[config.mk]
export PLATFORM = sky130hd
export DESIGN_NAME = demux_n_hs
export DESIGN_NICKNAME = d
export VERILOG_FILES = /design/src/rtl/demux_n_hs.sv
export SDC_FILE = /design/constraint.sdc
export NUM_CORES = 1
export LEC_CHECK = 0
export BUFFER_PORTS_ARGS = -buffer_cell sky130_fd_sc_hd__buf_2
export CORE_MARGIN = 3
export CORE_UTILIZATION = 39
export CTS_CLUSTER_DIAMETER = 80
export DETAILED_ROUTE_END_ITERATION = 16
export PLACE_DENSITY = 0.87
export SKIP_CTS_REPAIR_TIMING = 1
export SYNTH_ARGS = -nofsm -noshare
export SYNTH_HDL_FRONTEND = slang
export SYNTH_SLANG_ARGS = --single-unit
[constraint.sdc]
create_clock -name Clk -period 1.6 [get_ports Clk]
set_clock_uncertainty 0.05 [all_clocks]
set_input_delay 0.16 -clock Clk [delete_from_list [all_inputs] [get_ports Clk]]
set_output_delay 0.16 -clock Clk [all_outputs]
set_load 0.01 [all_outputs]
[src/rtl/demux_n_hs.sv]
// Registered 1-to-NCH demultiplexer with valid/ready on every port.
// Words go to one channel or to all channels, and drops are counted.
module demux_n_hs #(
    parameter int WIDTH = 8,
    parameter int NCH   = 4,
    parameter int SELW  = 2
) (
    input  logic             Clk,
    input  logic             Rst_n,
    input  logic [WIDTH-1:0] In_Data,
    input  logic             In_Valid,
    output logic             In_Ready,
    input  logic [SELW-1:0]  Sel,
    input  logic             Bcast,
    output logic [WIDTH-1:0] Out_Data,
    output logic [NCH-1:0]   Out_Valid,
    input  logic [NCH-1:0]   Out_Ready,
    output logic             Err,
    input  logic             Err_Clr,
    output logic [7:0]       Drop_Cnt
);

    localparam logic [SELW:0]  NCH_L   = (SELW+1)'(NCH);
    localparam logic [NCH-1:0] ONE_HOT = {{(NCH-1){1'b0}}, 1'b1};

    logic [NCH-1:0]   pend_q, pend_d;
    logic [WIDTH-1:0] data_q, data_d;
    logic             err_q, err_d;
    logic [7:0]       cnt_q, cnt_d;
    logic [NCH-1:0]   done;
    logic             in_ready;
    logic             accept;
    logic             sel_ok;
    logic             drop;

    function automatic logic [7:0] sat_inc(input logic [7:0] v);
        return (v == 8'hFF) ? v : v + 8'd1;
    endfunction

    always_comb begin
        done     = pend_q & Out_Ready;
        // Ready once every still-pending channel is completing this cycle.
        in_ready = ((pend_q & ~Out_Ready) == '0);
        accept   = In_Valid & in_ready;
        sel_ok   = ({1'b0, Sel} < NCH_L);
        drop     = accept & ~Bcast & ~sel_ok;

        pend_d = pend_q & ~done;
        data_d = data_q;
        err_d  = err_q;
        cnt_d  = cnt_q;

        if (Err_Clr) begin
            err_d = 1'b0;
            cnt_d = 8'd0;
        end

        if (accept) begin
            if (Bcast) begin
                pend_d = '1;
                data_d = In_Data;
            end else if (sel_ok) begin
                pend_d = ONE_HOT << Sel;
                data_d = In_Data;
            end else begin
                pend_d = '0;
            end
        end

        // A drop in the same cycle as a clear leaves a count of one.
        if (drop) begin
            err_d = 1'b1;
            cnt_d = sat_inc(cnt_d);
        end
    end

    always_ff @(posedge Clk) begin
        if (!Rst_n) begin
            pend_q <= '0;
            data_q <= '0;
            err_q  <= 1'b0;
            cnt_q  <= 8'd0;
        end else begin
            pend_q <= pend_d;
            data_q <= data_d;
            err_q  <= err_d;
            cnt_q  <= cnt_d;
        end
    end

    assign In_Ready  = in_ready;
    assign Out_Data  = data_q;
    assign Out_Valid = pend_q;
    assign Err       = err_q;
    assign Drop_Cnt  = cnt_q;

endmodule

==> results.json <==
{
  "netlist_area_um2": 608,
  "die_h_um": 45.5,
  "end_kind": "primary output",
  "antenna_found_initial": 0,
  "ys_seq_area_share_pct": 39.5,
  "hold_viol_final": 0,
  "critPathArrivalTime_ps": 1210,
  "grt_util_met1_pct": 13.7,
  "ys_warn_count": 0,
  "synth_common_cells": "nand2_1 (21), dfxtp_1 (12), buf_4 (9)",
  "remaining_drc_errors": 0,
  "fin_area_um2": 743,
  "fp.coreArea_um2": 1380,
  "synthToLayoutAreaGrowth_pct": 22.2,
  "cts_tree": "done",
  "p_leak_nw": 0.402,
  "cap_violations": 0,
  "synth_edf_count": 0,
  "drtAntennaViolNets": 0,
  "grt_pass1_vias": 431,
  "power_per_cell_area_nw_per_um2": 892,
  "grt_max_degree": 25,
  "setup_tns_ps": 0,
  "io_buffers": 30,
  "status": "finished, final reports clean",
  "place_area_um2": 721,
  "hold_ws_ps": 87.0,
  "fin_crit_sh_pct": 88.6,
  "io-pin-count": 41,
  "cts_buffers": 3,
  "synth.distinct_cells": 15,
  "clock_latency_ps": 260,
  "use_met3_pct": 3.16,
  "fill_cells": 136,
  "grt_use_total_pct": 11.8,
  "critPathKind": "register to primary output",
  "dieWidth_um": 45.5,
  "cts.sinks": 12,
  "synth.top_cell.area_share_pct": 39.5,
  "regArea_um2": 240,
  "synthArstFlopShare_pct": 0,
  "min_period_ps": 1420,
  "start_util_pct": 44.0,
  "fmax_mhz": 706,
  "crit_chain": "nor2b_1 > nor4_4 > buf_2",
  "ir_worst_vdd_mv": 0.330,
  "hp-class": "primary input to register",
  "htree_levels": 1,
  "wl_per_cell_um": 10.3,
  "grt_most_used_layer": "met2",
  "syn_area_per_cell_um2": 8.56,
  "num_rows": 13,
  "worst_path_max_delay_cell": "dfxtp_1",
  "crit_fanout": 2,
  "clk_pin_slew_worst_paths_ps": 70,
  "yosysTopAreaCell": "dfxtp_1",
  "drive_above_1_share_pct": 36.0,
  "gp_congestion": 0.667,
  "slew_violations": 0,
  "vias": 516,
  "synth_ff_type": "dfxtp_1",
  "max-clock-path-buffers": 2,
  "synth_cells": 71,
  "rsz0062_at_grt": "false",
  "crit_path_max_incr_delay_ps": 310,
  "grt_use_met2_pct": 20.1,
  "root_buffer": "clkbuf_4",
  "synth_most_common_cell": "nand2_1",
  "grt_first_pass_wirelength_um": 1790,
  "viasPerCell": 4.49,
  "synthTopCellsByArea": "dfxtp_1 (40%), mux2i_1 (13%), nand2_1 (13%)",
  "setup_viol": 0,
  "insertedDiodeCount": 0,
  "cp_top_family": "simple AND/OR/NAND/NOR gates",
  "path_buf_inv": 1,
  "grt_remaining_overflow": 0,
  "firstDrtPassIters": 3,
  "worstPathRequired_ps": 1390,
  "start_kind": "register",
  "drt-initial-drc-count": 4,
  "die_area_um2": 2070,
  "multi_input_area_um2": 312,
  "layout.nets": 121,
  "synth-seq-cells": 12,
  "wl_um": 1180
}
worst min-delay path: stages:
cell and delay (ps):
buf_2 90, nand2_1 50, mux2i_1 50
report_power, final:
group          switching (mW)  internal (mW)  total [mW]
logic                  0.0852         0.0695       0.155
registers              0.0102          0.324       0.335
clock network          0.0867         0.0868       0.174
final timing paths:
path,start,endpoint,slack [ps],depth (start not counted)
hold reg to reg,Out_Data[5],Out_Data[5],410,2
setup reg to reg,Out_Valid[2],Out_Data[7],220,4
setup / recovery,Out_Valid[2],In_Ready,180,3
hold / removal,In_Data[4],Out_Data[4],90,3
sequential cells by signal (all words and copies together), names as in the netlist:
signal,cells
Out_Data,8
Out_Valid,4
per-stage QoR:
step	setup WS (ps)	total power, mW	instances	util (%)
2_1_floorplan	217	0.458	79	-
3_3_place_gp	259	0.493	112	52.1
3_5_place_dp	200	0.499	112	52.1
4_1_cts	150	0.675	115	53.8
5_1_grt	119	0.702	115	53.8
6_report	183	0.663	115	53.8
logic make-up (layout without fill, tap and decap cells):
kind of cell,count (synthesis),after routing,synth area share (%)
simple gates,30,30,25.5
flops,12,12,39.5
buf+inv,12,33,14.2
compound gates,8,8,7.00
mux,8,8,13.2
other cells,1,9,0.617
cells in the final DEF, fill, tap and decap left out:
master	count
conb_1	9
nor4_4	1
nand2_2	1
o21ai_0	3
o21ai_1	4
mux2i_1	8
buf_2	30
clkbuf_4	3
nor2_1	1
nor2b_4	1
dfxtp_1	12
nand2_1	21
a21o_1	1
nor2b_1	5
metal layers:
metal	share of wire, %	up-vias
met3	12	0
met4	0	0
li1	-	269
met2	51	26
met5	0	-
met1	37	221
final cells by class:
| type | count | area share, % |
|---|---|---|
| clock buffers | 3 | 3.03 |
| multi-input cells | 55 | 41.9 |
| flip-flops and latches | 12 | 32.3 |
| well taps | 15 | 2.53 |
| repair buffers | 30 | 20.2 |
(Power assumes the default switching activity.)
